`config.mk`:
```
export PLATFORM = sky130hd
export DESIGN_NAME = mux_grant_ctrl_flat
export DESIGN_NICKNAME = d
export VERILOG_FILES = /design/src/rtl/mux_grant_pkg.sv /design/src/rtl/mux_grant_if.sv /design/src/rtl/mux_grant_ctrl_rr_pick4.sv /design/src/rtl/mux_grant_ctrl.sv /design/src/flat_wrapper.sv
export SDC_FILE = /design/constraint.sdc
export NUM_CORES = 1
export LEC_CHECK = 0
export CORE_UTILIZATION = 54
export CTS_CLUSTER_DIAMETER = 60
export CTS_CLUSTER_SIZE = 40
export DETAILED_ROUTE_END_ITERATION = 10
export PLACE_DENSITY = 0.81
export RECOVER_POWER = 50
export SYNTH_ARGS = -nofsm -noshare
export SYNTH_HDL_FRONTEND = slang
export SYNTH_SLANG_ARGS = --single-unit
```
`constraint.sdc`:
```
create_clock -name clk -period 4.3 [get_ports clk]
set_input_delay 0.86 -clock clk [delete_from_list [all_inputs] [get_ports clk]]
set_output_delay 0.86 -clock clk [all_outputs]
set_load 0.01 [all_outputs]
```
`src/rtl/mux_grant_pkg.sv`:
```
// Shared definitions for the round-robin grant controller that drives the
// 4-to-1 tri-state bus multiplexer.
//   state_t  : controller FSM states
//   NUM_SRC  : number of bus sources / mux inputs
//   LAST_RST : reset value of the "last owner" pointer, so source 0 wins first
//   onehot4  : select index to one-hot grant vector
package mux_grant_pkg;

  localparam int         NUM_SRC  = 4;
  localparam logic [1:0] LAST_RST = 2'b11;

  typedef enum logic [1:0] {
    IDLE  = 2'd0,
    GRANT = 2'd1,
    TURN  = 2'd2
  } state_t;

  function automatic logic [NUM_SRC-1:0] onehot4(input logic [1:0] idx);
    return NUM_SRC'(1) << idx;
  endfunction

endpackage

```
`src/rtl/mux_grant_if.sv`:
```
// Bundle between the grant controller and the bus-mux side.
//   req  : per-source request (source -> controller)
//   sel  : mux select, current or most recent owner
//   en   : mux enable, high only while a grant is active
//   gnt  : one-hot active grant, zero when en is low
//   busy : controller is not idle
//   rel  : one-cycle pulse on the cycle a grant ends
// master = controller side, slave = requester/mux side.
interface mux_grant_if;
  import mux_grant_pkg::*;

  logic [NUM_SRC-1:0] req;
  logic [1:0]         sel;
  logic               en;
  logic [NUM_SRC-1:0] gnt;
  logic               busy;
  logic               rel;

  modport master (input req, output sel, en, gnt, busy, rel);
  modport slave  (output req, input sel, en, gnt, busy, rel);

endinterface

```
`src/rtl/mux_grant_ctrl_rr_pick4.sv`:
```
// Combinational round-robin picker for four requesters.
//   req  : request vector
//   last : index of the previous owner
//   win  : first requester scanning last+1, last+2, last+3, last (mod 4)
//   any  : at least one request is present (win is meaningless otherwise)
module rr_pick4
  import mux_grant_pkg::*;
(
  input  logic [NUM_SRC-1:0] req,
  input  logic [1:0]         last,
  output logic [1:0]         win,
  output logic               any
);

  logic [1:0] idx;

  // Scan from the lowest priority upward so the highest-priority hit is
  // the one left in win; no early exit needed.
  always_comb begin
    win = last;
    idx = last;
    for (int k = NUM_SRC; k >= 1; k--) begin
      idx = last + 2'(k);
      if (req[idx]) win = idx;
    end
  end

  assign any = |req;

endmodule

```
`src/rtl/mux_grant_ctrl.sv`:
```
// Round-robin grant controller for the 4-to-1 tri-state bus mux.
// Gives the bus to one source at a time, limits each ownership to HOLD_MAX
// cycles and inserts one dead cycle (en=0) between owners so no two
// tri-state buffers ever drive together. All outputs are registered.
//   clk   : system clock, rising edge
//   rst_n : asynchronous active-low reset
//   bus   : mux_grant_if master (req in; sel/en/gnt/busy/rel out)
//
// state | meaning
// IDLE  | no owner, en=0, waiting for any request
// GRANT | one source owns the bus, en=1, sel/gnt frozen
// TURN  | single dead cycle after a grant, en=0, sel keeps old owner
module mux_grant_ctrl
  import mux_grant_pkg::*;
#(
  parameter int HOLD_MAX = 8,
  parameter int CNT_W    = 4
) (
  input  logic        clk,
  input  logic        rst_n,
  mux_grant_if.master bus
);

  localparam logic [CNT_W-1:0] HOLD_CNT = CNT_W'(HOLD_MAX);
  localparam logic [CNT_W-1:0] CNT_ONE  = CNT_W'(1);

  state_t             state_q, state_d;
  logic [1:0]         sel_q, sel_d;
  logic               en_q, en_d;
  logic [NUM_SRC-1:0] gnt_q, gnt_d;
  logic               rel_q, rel_d;
  logic [CNT_W-1:0]   cnt_q, cnt_d;
  logic [1:0]         last_q, last_d;

  logic [1:0]         win;
  logic               any;

  rr_pick4 u_pick (
    .req  (bus.req),
    .last (last_q),
    .win  (win),
    .any  (any)
  );

  always_ff @(posedge clk or negedge rst_n) begin
    if (!rst_n) begin
      state_q <= IDLE;
      sel_q   <= 2'b00;
      en_q    <= 1'b0;
      gnt_q   <= '0;
      rel_q   <= 1'b0;
      cnt_q   <= '0;
      last_q  <= LAST_RST;
    end else begin
      state_q <= state_d;
      sel_q   <= sel_d;
      en_q    <= en_d;
      gnt_q   <= gnt_d;
      rel_q   <= rel_d;
      cnt_q   <= cnt_d;
      last_q  <= last_d;
    end
  end

  always_comb begin
    state_d = state_q;
    sel_d   = sel_q;
    en_d    = en_q;
    gnt_d   = gnt_q;
    rel_d   = 1'b0;
    cnt_d   = cnt_q;
    last_d  = last_q;

    case (state_q)
      IDLE: begin
        if (any) begin
          state_d = GRANT;
          sel_d   = win;
          en_d    = 1'b1;
          gnt_d   = onehot4(win);
          cnt_d   = CNT_ONE;
        end
      end

      GRANT: begin
        // Owner loses the bus as soon as it drops its request or its
        // budget is spent; the grant is never re-extended.
        if (!bus.req[sel_q] || cnt_q == HOLD_CNT) begin
          state_d = TURN;
          en_d    = 1'b0;
          gnt_d   = '0;
          rel_d   = 1'b1;
          last_d  = sel_q;
        end else begin
          cnt_d = cnt_q + CNT_ONE;
        end
      end

      TURN: begin
        // last already points at the owner that just finished, so the
        // picker moves on to the next source in round-robin order.
        if (any) begin
          state_d = GRANT;
          sel_d   = win;
          en_d    = 1'b1;
          gnt_d   = onehot4(win);
          cnt_d   = CNT_ONE;
        end else begin
          state_d = IDLE;
        end
      end

      default: begin
        state_d = IDLE;
        en_d    = 1'b0;
        gnt_d   = '0;
      end
    endcase
  end

  assign bus.sel  = sel_q;
  assign bus.en   = en_q;
  assign bus.gnt  = gnt_q;
  assign bus.rel  = rel_q;
  assign bus.busy = (state_q != IDLE);

endmodule

```
`src/flat_wrapper.sv`:
```
// flat-port wrapper written by rule: the top's interface ports become plain ports
module mux_grant_ctrl_flat import mux_grant_pkg::*;
#(
  parameter int HOLD_MAX = 8,
  parameter int CNT_W    = 4
)
  (clk, rst_n, bus_req, bus_sel, bus_en, bus_gnt, bus_busy, bus_rel);
  mux_grant_if bus_i ();
  input  logic clk;
  input  logic rst_n;
  input wire logic [$bits(bus_i.req)-1:0] bus_req;
  output wire logic [$bits(bus_i.sel)-1:0] bus_sel;
  output wire logic [$bits(bus_i.en)-1:0] bus_en;
  output wire logic [$bits(bus_i.gnt)-1:0] bus_gnt;
  output wire logic [$bits(bus_i.busy)-1:0] bus_busy;
  output wire logic [$bits(bus_i.rel)-1:0] bus_rel;
  assign bus_i.req = bus_req;
  assign bus_sel = bus_i.sel;
  assign bus_en = bus_i.en;
  assign bus_gnt = bus_i.gnt;
  assign bus_busy = bus_i.busy;
  assign bus_rel = bus_i.rel;
  mux_grant_ctrl #(.HOLD_MAX(HOLD_MAX), .CNT_W(CNT_W)) u_core (.clk(clk), .rst_n(rst_n), .bus(bus_i));
endmodule
```
* Word level (Yosys, flattened, before mapping) *
Index checks and enable logic that the tools add are counted.

cells by class
  $add $sub $neg = 4
  $mul = 0
  div/mod/pow operators = 0
  order comparisons = 4
  equal/unequal tests = 7
  shift operators = 1
  muxes and demuxes = 26
  bitwise logic cells = 0
  reduce and logical (&&, ||, !) cells = 12

operators by type and width
  operator                                                                       count
  4-bit two-way mux                                                              4
  4-bit one-hot mux with 2 select lines                                          2
  2-bit by 3-bit less-than comparator with 1-bit output (second input constant)  4
  2-bit two-way mux                                                              5
  1-bit two-way mux                                                              9
  1-bit binary-select mux with 2-bit select                                      4
  2-bit AND reduction                                                            4
  2-bit by 1-bit != test with 1-bit output (second input constant)               3
  2-bit one-hot mux with 3 select lines                                          1
  2-bit adder (second input constant)                                            2
  4-bit by 1-bit adder with 4-bit output (second input constant)                 1
  4-bit equality test (second input constant)                                    1
  2-bit nonzero test                                                             2
  4-bit OR reduction                                                             1
  1-bit by 2-bit left shift with 4-bit output (first input constant)             1
  3-bit AND reduction                                                            1
  2-bit by 1-bit adder with 2-bit output (second input constant)                 1
  2-bit by 1-bit equality test with 1-bit output (second input constant)         1
  2-bit equality test (second input constant)                                    1
  2-bit zero test                                                                1
  2-bit != test (second input constant)                                          1
  1-bit one-hot mux with 2 select lines                                          1
  2-bit OR reduction                                                             1
  1-bit zero test                                                                1
  1-bit logical OR                                                               1

word-level totals
  bits in registers = 16
  latch bits = 0
  RAM bits = 0
  ROM bits = 0
  input port bits = 6
  memories = 0

* Logic depth before layout (Yosys ltp) *
Gate-level depths: netlist (run 1).

  depth in word-level cells = 9
  gate-level depth with buffers = 7
  mapped depth without buffers = 6

* Modules after synthesis *
A second synthesis (run 1) with hierarchy kept.

second synthesis, totals
  cell total of the unflattened synthesis = 82
  area, all modules = 905.9 µm²

by module, submodules not included
  module          times used  cells each  area each (µm²)  sequential area each (µm²)
  mux_grant_ctrl  1           70          819.5            402.9
  rr_pick4        1           12          86.3             0.0

* Worst setup path after synthesis (run 1) *
No wires, ideal clock.

  path type = input-to-reg
  from = input port bus_req[3]
  to = register u_core.gnt_q[1], in the netlist u_core.bus.gnt[1]
  arrival = 1.874 ns
  slack = 2.292 ns
  stages = 5
  path buffers = 1
  cell sequence = mux4_2 > and3_4 > buf_6 > a21oi_2 > o31ai_1

on the way
  word-level cells in the longest chain between the ends = 8
  elaborated cells on any way between the ends = 20

ends and longest elaborated chain
  item                                         line                                         text
  start, declared                              flat_wrapper.sv:11                           input wire logic [$bits(bus_i.req)-1:0] bus_req;
  1-bit binary-select mux with 2-bit select    mux_grant_ctrl_rr_pick4.sv:24                if (req[idx]) win = idx;
  1-bit two-way mux (implied by the code)      mux_grant_ctrl_rr_pick4.sv:24
  2-bit two-way mux (3 in a row)               mux_grant_ctrl_rr_pick4.sv:24
  1-bit by 2-bit left shift with 4-bit output  mux_grant_pkg.sv:19                          return NUM_SRC'(1) << idx;
  4-bit two-way mux                            mux_grant_ctrl.sv:76, mux_grant_ctrl.sv:102
  4-bit one-hot mux with 2 select lines        mux_grant_ctrl.sv:74                         case (state_q)
  end signal, assigned                         mux_grant_ctrl.sv:58                         gnt_q <= gnt_d;
  end, declared                                mux_grant_ctrl.sv:30                         logic [NUM_SRC-1:0] gnt_q, gnt_d;

Several ways; a longest one is shown, not always the timed one. The select of a mux whose other input is x is not followed.
A chain may end at the register's enable or synchronous reset.

* Worst setup path after layout (run 1) *
  from = input port bus_req[3]
  to = register u_core.last_q[0]

on the way
  word-level cells in the longest chain between the ends = 5

ends and longest elaborated chain
  item                                       line                  text
  1-bit binary-select mux with 2-bit select  mux_grant_ctrl.sv:88  if (!bus.req[sel_q] || cnt_q == HOLD_CNT) begin
  1-bit two-way mux (implied by the code)    mux_grant_ctrl.sv:88
  1-bit zero test                            mux_grant_ctrl.sv:88
  1-bit logical OR                           mux_grant_ctrl.sv:88
  2-bit AND reduction (no line)              n/a
  end signal, assigned                       mux_grant_ctrl.sv:61  last_q <= last_d;
  end, declared                              mux_grant_ctrl.sv:33  logic [1:0] last_q, last_d;

Every way passes these cells. The select of a mux whose other input is x is not followed.

==> results of run 1 <==
[flip-flops by register name, summed over array words and instances, names as in the netlist]
name	count
u_core.bus.sel	2
u_core.bus.rel	1
u_core.cnt_q	4
u_core.bus.gnt	4
u_core.bus.en	1
u_core.last_q	2
u_core.state_q	2
[cells by family (layout without fill, tap and decap cells)]
group	count (synthesis)	after routing	share of synthesized area (%)
compound gates	17	17	15.9
xor+xnor	1	1	1.03
fa+ha+maj	2	2	2.94
buf+inv	7	22	3.96
flops	16	16	47.3
mux	6	6	8.81
simple gates	31	31	20.1
[placed cells by master, fill, tap and decap left out, types with 3 or more instances in the layout]
cell             instances
a21oi_1                  3
clkbuf_4                 3
clkdlybuf4s50_1         10
dfrtp_1                 14
dlygate4sd3_1            4
inv_1                    4
mux2i_1                  3
nand2_1                  8
nand2b_1                 4
nor2_1                   4
o21ai_1                  3
[stage by stage]
stage	setup slack, ns	cells	total power, W	cell area [sq um]	util (%)
after floorplan	2.29	80	0.000504	852	-
after global placement	1.76	106	0.000612	992	71.8
after detailed placement	1.69	106	0.000625	992	71.8
after CTS	1.89	110	0.000726	1030	74.4
after global routing	1.64	110	0.000774	1020	74.1
final	1.72	110	0.000716	1020	74.1
[worst reg2reg max path, cell delays in order, from the launching register on]
cell and delay (ns):
dfrtp_1 0.42, mux4_2 0.58, a21boi_0 0.41, mux2_1 0.37
[path summary, 6_finish.rpt]
check,from,end,cells after the start
min in group asynchronous,rst_n,u_core.state_q[1],1
worst max-delay path,bus_req[3],u_core.last_q[0],4
worst min-delay path,u_core.bus.gnt[2],u_core.bus.gnt[2],1
max in group asynchronous,rst_n,u_core.bus.gnt[0],1
worst max register to register,u_core.bus.sel[0],u_core.last_q[0],3
worst min register to register,u_core.bus.gnt[2],u_core.bus.gnt[2],1
[layer usage]
layer | GRT usage (%) | up-vias
met5 | 0 | -
met3 | 5.22 | 4
met2 | 37.2 | 12
li1 | - | 318
met1 | 31.6 | 325
met4 | 9.68 | 0
[power by group through the flow]
| stage | clock network, W | registers [W] | logic (W) |
|---|---|---|---|
| 2_1_floorplan | 0 | 0.000276 | 0.000227 |
| 3_3_place_gp | 0 | 0.000292 | 0.000320 |
| 3_5_place_dp | 0 | 0.000294 | 0.000332 |
| 4_1_cts | 0.000102 | 0.000291 | 0.000333 |
| 5_1_grt | 0.000112 | 0.000304 | 0.000359 |
| 6_report | 0.000100 | 0.000292 | 0.000324 |
[layout make-up]
type / count / area (sq um) / share of cell area (%)
multi-input cells: 57 / 412 / 40.2
clock buffers: 4 / 36.3 / 3.54
flip-flops and latches: 16 / 403 / 39.3
well taps: 15 / 18.8 / 1.83
repair buffers: 14 / 140 / 13.7
inverters: 4 / 15.0 / 1.47
==> impl_metrics.tcl, run 1 <==
set metrics [dict create \
    drtIter0Drc 7 \
    critPathArrivalTime_ns 2.80 \
    fin_setup_tns_ns 0 \
    clock_tree.buffer_depth 2 \
    critical_path_class "primary input to flop" \
    port_buffers 14 \
    rows 13 \
    io_pins 15 \
    place_hpwl_mm 1.25 \
    grt_pass1_vias 652 \
    syn_to_final_growth_pct 20.3 \
    cts_made_buffers 3 \
    clk_pin_slew_worst_paths_ns 0.09 \
    firstDrtPassIters 4 \
    synth_edf_count 0 \
    grt_pass1_wl_mm 3.08 \
    grt_overflow 0 \
    powerDensity_nw_per_um2 699 \
    place.gp.congestion 0.761 \
    yosys_warnings 0 \
    regToRegSetupSlack_ns 2.47 \
    start_util_pct 61.6 \
    drt_wl_total_mm 1.68 \
    top_layer "met4" \
    routedWlPerCell_um 15.3 \
    synth_top_area_share_pct 41.1 \
    crit_buf_inv 1 \
    ctsHoldBuffers 0 \
    slowest_stage "dlygate4sd3_1" \
    hp-class "flop to flop" \
    ys.flop_type "dfrtp_1" \
    synth.most_common_cell "dfrtp_1" \
    synthesis.nets 88 \
    ant_nets 0 \
    synthArstFlopShare_pct 100 \
    met2RoutedLength_um 804 \
    p_seq_share_pct 40.8 \
    clockRootBuffer "clkbuf_4" \
    p_clk_share_pct 14.0 \
    maxCapViolations 0 \
    wl_met1_um 795 \
    met3_length_um 52 \
    grt_max_degree 17 \
    groute.usage.overall_pct 23.7 \
    intPower_w 0.000442 \
    drc_errors 0 \
    hold_violations 0 \
    cp-start-kind "primary input" \
    slew_viol_final 0 \
    clk_latency_ns 0.29 \
    rsz0062_at_grt "false" \
    synth_commonest_cells "14 x dfrtp_1, 8 x nand2_1, 4 x inv_1, 4 x nand2b_1, 4 x nor2_1" \
    syn_area_per_cell_sq_um 10.7 \
    fin_crit_ns 2.58 \
    synth_top_area_cell "dfrtp_1" \
    drive_gt1_share_pct 14.7 \
    worstPathCellList "dlygate4sd3_1 -> mux4_2 -> a21boi_0 -> mux2_1" \
    setup_violations 0 \
    nNetsFinal 104 \
    swShare_pct 38.3 \
    via_count 659 \
    tritoncts "done" \
    power.leakage_nw 0.446 \
    post-cts-setup-buffers 0 \
    synth_seq_cells 16 \
    fp.dieArea_sq_um 1740 \
    combinationalPowerShare_pct 45.2 \
    syn_area_sq_um 852 \
    slowest_delay_ns 0.62 \
    via_per_inst 5.99 \
    die_h_um 41.7 \
    yosys-top-cells-area "dfrtp_1 41%, dfstp_2 6.2%, mux2i_1 3.5%, nand2_1 3.5%, ha_1 2.9%" \
    synthCells 80 \
    coreArea_sq_um 1380 \
    cp_data_required_time_ns 4.52 \
    critPathTopFamily "multiplexers" \
    max_freq_mhz 387 \
    fin_skew_ns 0.00235 \
    htreeDepth 1 \
    cp_max_fo 7 \
    worst_ir_drop_vdd_mv 0.349 \
    cts.sinks 16 \
    antenna_found_initial 0 \
    critical_path.endpoint_type "flop" \
    n_antenna_cell 0 \
    p_sw_w 0.000274 \
    die_width_um 41.7 \
    tightest_slew_ns 0.746 \
    outcome "finished, final reports clean" \
    ctsResizeCount 0 \
    max_slew_margin_pct 50.1 \
    yosysSeqAreaShare_pct 47.3 \
    period_share_pct 60.0 \
    yosysUniqueCellTypes 35 \
    whs_ns 0.507 \
    fillCellCount 109 \
]
No activity file was read; power rests on OpenSTA's default activity.
==> inputs of run 2 (changes only) <==
Settings changed: CORE_UTILIZATION 54 to 45, PLACE_DENSITY 0.81 to 0.73.
Clock period 4.3 ns to 2.35 ns, I/O delays scaled along.
==> run 2 against run 1 <==
Sequential share of layout area down 0.61 points. Total power rose by 82%. Largest power group unchanged. Via count shrank 3.5%. Core utilization down 14 points. Final cell count grew 9.1%. Clock skew is 0.00059 ns higher. Sequential power is 83% higher. Critical path depth shrank 2.
==> impl_metrics.tcl, run 2 (synthesis results as in run 1) <==
set metrics [dict create \
    regToRegSetupSlack_ns 0.71 \
    critical_path_class "flop to output pin" \
    hold_violations 0 \
    hold_depth 1 \
    tightest_slew_ns 0.702 \
    die_width_um 45.5 \
    syn_to_final_growth_pct 22.2 \
    routedWlPerCell_um 13.6 \
    maxCapViolations 0 \
    fin_setup_tns_ns 0 \
    worst_ir_drop_vdd_mv 0.807 \
    coreArea_sq_um 1750 \
    met3_length_um 63 \
    via_per_inst 5.30 \
    r2r_end "u_core.last_q[1]" \
    critical_path.endpoint_type "output pin" \
    setup_violations 0 \
    fin_ws_ns 0.314 \
    drtIter0Drc 15 \
    ant_nets 0 \
    critPathArrivalTime_ns 1.57 \
    rows 15 \
    stdcell_area_sq_um 1040 \
    power.leakage_nw 0.447 \
    grt_overflow 0 \
    clock_tree.buffer_depth 2 \
    clockRootBuffer "clkbuf_4" \
    via_count 636 \
    whs_endpoint "u_core.bus.gnt[0]" \
    outcome "finished, final reports clean" \
    fp.dieArea_sq_um 2070 \
    pre_cts_slack_ns 0.146 \
    mostFrequentLayoutCells "14 x dfrtp_1, 10 x clkdlybuf4s50_1, 8 x nand2_1" \
    multi_input_area_sq_um 415 \
    crit_buf_inv 1 \
    min-delay-start "u_core.bus.gnt[0]" \
    start_util_pct 48.8 \
    r2r-start "u_core.bus.sel[0]" \
    slew_viol_final 0 \
    worstPathCellList "or2_2 -> clkdlybuf4s50_1" \
    p_clk_share_pct 13.9 \
    grt_pass1_vias 578 \
    grt_pass1_wl_mm 2.59 \
    tritoncts "done" \
    n_antenna_cell 0 \
    max_slew_margin_pct 53.0 \
    die_h_um 45.5 \
    ctsResizeCount 0 \
    firstDrtPassIters 3 \
    instances_no_fill 120 \
    slowest_stage "dfrtp_1" \
    period_share_pct 86.6 \
    io_pins 15 \
    p_sw_w 0.000493 \
    hp-class "flop to flop" \
    port_buffers 14 \
    fin_skew_ns 0.00294 \
    powerDensity_nw_per_um2 1250 \
    htreeDepth 1 \
    combinationalPowerShare_pct 45.2 \
    fillCellCount 159 \
    max_freq_mhz 491 \
    grt_max_degree 17 \
    p_seq_share_pct 40.9 \
    antenna_found_initial 0 \
    ctsHoldBuffers 0 \
    cp-start-kind "flop" \
    cts_made_buffers 3 \
    slowest_delay_ns 0.50 \
    drc_errors 0 \
    whs_ns 0.510 \
    clk_pin_slew_worst_paths_ns 0.09 \
    cts.sinks 16 \
    placed_area_sq_um 1000 \
    clk_latency_ns 0.28 \
    place.gp.congestion 0.779 \
    dpl.cell_count 116 \
    swShare_pct 37.8 \
    final_common_cell "dfrtp_1" \
    critPathTopFamily "flip-flops" \
    top_layer "met3" \
    met2RoutedLength_um 792 \
    drt_wl_total_mm 1.64 \
    groute.usage.overall_pct 18.0 \
    post-cts-setup-buffers 0 \
    ff2ff_path_depth 3 \
    cp_max_fo 9 \
    rsz0062_at_grt "false" \
    fin_crit_ns 2.04 \
    nNetsFinal 104 \
    intPower_w 0.000811 \
    drive_gt1_share_pct 15.8 \
    place_hpwl_mm 1.23 \
    seq_area_sq_um 403 \
    wl_met1_um 781 \
    cp_data_required_time_ns 1.88 \
]
## run 2: cell count changes in the layout (fill, tap and decap cells not counted)
cell	delta
a21boi_0	-1
a21boi_2	+1
## run 2: worst max path at each step
stage                                 start                 to  slack, ns  cells after the start
final                     u_core.state_q[0]           bus_busy       0.31                      2
after global routing      u_core.state_q[0]           bus_busy       0.26                      2
after CTS                 u_core.state_q[0]           bus_busy       0.30                      2
after detailed placement         bus_req[3]  u_core.bus.gnt[3]       0.15                      5
after global placement           bus_req[3]   u_core.last_q[1]       0.20                      4
after floorplan           u_core.bus.sel[0]  u_core.bus.gnt[1]       0.72                      5
## run 2: metal layers
| layer | GRT usage [%] | vias to the layer above |
|---|---|---|
| met5 | 0 | - |
| met1 | 22.3 | 302 |
| met2 | 30.3 | 14 |
| met4 | 3.64 | 0 |
| met3 | 5.95 | 0 |
| li1 | - | 320 |
## run 2: per-stage QoR
stage,total power (W),utilization (%)
6_report,0.00130,59.6
5_1_grt,0.00139,59.6
4_1_cts,0.00132,59.6
3_5_place_dp,0.00114,57.6
3_3_place_gp,0.00112,57.6
2_1_floorplan,0.000922,-
## run 2: power by group through the flow
| stage | combinational, W | clock, W | sequential (W) |
|---|---|---|---|
| final | 0.000590 | 0.000182 | 0.000533 |
| after global routing | 0.000643 | 0.000200 | 0.000552 |
| after CTS | 0.000603 | 0.000186 | 0.000534 |
| after detailed placement | 0.000600 | 0 | 0.000539 |
| after global placement | 0.000588 | 0 | 0.000533 |
| after floorplan | 0.000416 | 0 | 0.000506 |
## run 2: worst register-to-register path, stage by stage (launching register included)
cell	delay [ns]
dfrtp_1	0.43
mux4_2	0.59
a21boi_2	0.23
mux2_1	0.34
## run 2: layout make-up
| type | instances | area share, % |
|---|---|---|
| well taps | 25 | 3.00 |
| inverters | 4 | 1.44 |
| multi-input cells | 57 | 39.9 |
| repair buffers | 14 | 13.5 |
| clock buffers | 4 | 3.49 |
| flip-flops and latches | 16 | 38.7 |
==> inputs of run 3 (changes only) <==
Settings changed: CORE_MARGIN set to 5.
==> run 3 against run 2 <==
Worst hold slack worse by 0.0090 ns. Die area is 38% higher. Cell area stayed put. Final cell count stayed put. Critical endpoint unchanged. Highest routed layer is now met4. Sequential share of layout area stayed put. Combinational power is 0.8% higher. Critical path depth stayed put. Non-clock buffer count stayed put. Sequential power hardly changed. Total power is 0.72% higher. Global-route usage is 3.6 points lower.
==> impl_metrics.tcl, run 3 (synthesis results as in run 1) <==
set metrics [dict create \
    outcome "finished, final reports clean" \
    fin_setup_tns_ns 0 \
    cts.sinks 16 \
    fin_crit_ns 2.03 \
    clockRootBuffer "clkbuf_4" \
    setup_violations 0 \
    via_count 664 \
    place_hpwl_mm 1.29 \
    hold_violations 0 \
    slowest_delay_ns 0.49 \
    start_util_pct 48.3 \
    critical_path_class "flop to output pin" \
    io_pins 15 \
    fin_ws_ns 0.318 \
    via_per_inst 5.53 \
    cp_data_required_time_ns 1.88 \
    max_freq_mhz 492 \
    hp-class "flop to flop" \
    coreArea_sq_um 1760 \
    place.gp.congestion 0.797 \
    ctsHoldBuffers 0 \
    fp.dieArea_sq_um 2860 \
    cts_made_buffers 3 \
    grt_pass1_wl_mm 2.93 \
    n_antenna_cell 0 \
    rows 15 \
    worstPathCellList "or2_2 -> clkdlybuf4s50_1" \
    final_common_cell "dfrtp_1" \
    critPathTopFamily "flip-flops" \
    slowest_stage "dfrtp_1" \
    tritoncts "done" \
    die_width_um 53.5 \
    rsz0062_at_grt "false" \
    grt_max_degree 17 \
    firstDrtPassIters 4 \
    post-cts-setup-buffers 0 \
    die_h_um 53.5 \
    pre_cts_slack_ns 0.148 \
    powerDensity_nw_per_um2 1260 \
    clock_tree.buffer_depth 2 \
    htreeDepth 1 \
    maxCapViolations 0 \
    grt_overflow 0 \
    power.leakage_nw 0.447 \
    cp_max_fo 9 \
    drt_wl_total_mm 1.71 \
    antenna_found_initial 0 \
    mostFrequentLayoutCells "14 x dfrtp_1, 10 x clkdlybuf4s50_1, 8 x nand2_1" \
    fin_skew_ns 0.00551 \
    routedWlPerCell_um 14.2 \
    grt_pass1_vias 673 \
    nNetsFinal 104 \
    ant_nets 0 \
    clk_pin_slew_worst_paths_ns 0.10 \
    critPathArrivalTime_ns 1.56 \
    syn_to_final_growth_pct 22.2 \
    period_share_pct 86.5 \
    max_slew_margin_pct 52.8 \
    drc_errors 0 \
    drive_gt1_share_pct 15.8 \
    port_buffers 14 \
    cp-start-kind "flop" \
    slew_viol_final 0 \
    drtIter0Drc 22 \
    critical_path.endpoint_type "output pin" \
    clk_latency_ns 0.29 \
    ctsResizeCount 0 \
    worst_ir_drop_vdd_mv 0.631 \
    groute.usage.overall_pct 14.3 \
    tightest_slew_ns 0.706 \
    crit_buf_inv 1 \
]
-- run 3: cell counts in the layout (fill, tap and decap cells not counted) --
Identical to the previous run, type by type.
-- run 3: worst reg2reg max path: stages, from the launching register on --
cell and delay [ns]:
dfrtp_1 0.43, mux4_2 0.59, a21boi_2 0.22, mux2_1 0.34
-- run 3: path summary, 6_finish.rpt --
check	start	end	slack, ns	depth (start not counted)
max in group asynchronous	rst_n	u_core.cnt_q[1]	1.24	1
max	u_core.state_q[0]	bus_busy	0.32	2
max reg2reg	u_core.bus.sel[0]	u_core.last_q[1]	0.71	3
min in group asynchronous	rst_n	u_core.bus.rel	0.66	1
min	u_core.bus.gnt[2]	u_core.bus.gnt[2]	0.50	1
min reg2reg	u_core.bus.gnt[2]	u_core.bus.gnt[2]	0.50	1
-- run 3: power by group --
group	switching, W	total [W]	internal [W]
combinational	0.000283	0.000595	0.000312
sequential	0.000126	0.000530	0.000404
clock	0.0000938	0.000188	0.0000944
total	0.000503	0.00131	0.000811
-- run 3: final cells by class --
class	instances	area [sq um]
fill	161	723
multi-input combinational	57	415
sequential	16	403
timing repair buffer	14	140
clock buffer	4	36.3
tap	25	31.3
inverter	4	15.0
-- run 3: stage by stage --
step | total power [W] | instances | util, % | cell area, sq um | hold slack, ns
finish | 0.00131 | 120 | 59.0 | 1040 | 0.501
global route | 0.00142 | 120 | 59.0 | 1040 | 0.546
CTS | 0.00133 | 120 | 59.0 | 1040 | 0.503
detailed placement | 0.00115 | 116 | 57.0 | 1000 | 0.480
global placement | 0.00113 | 116 | 57.0 | 1000 | 0.480
floorplan | 0.000922 | 80 | - | 852 | 0.174
-- run 3: per-layer routing --
layer | vias up | GRT usage (%) | share of wire (%)
met1 | 325 | 17.4 | 45
li1 | 314 | - | -
met5 | - | 0 | 0
met2 | 21 | 23.7 | 47
met3 | 4 | 4.51 | 6.5
met4 | 0 | 5.11 | 1.8
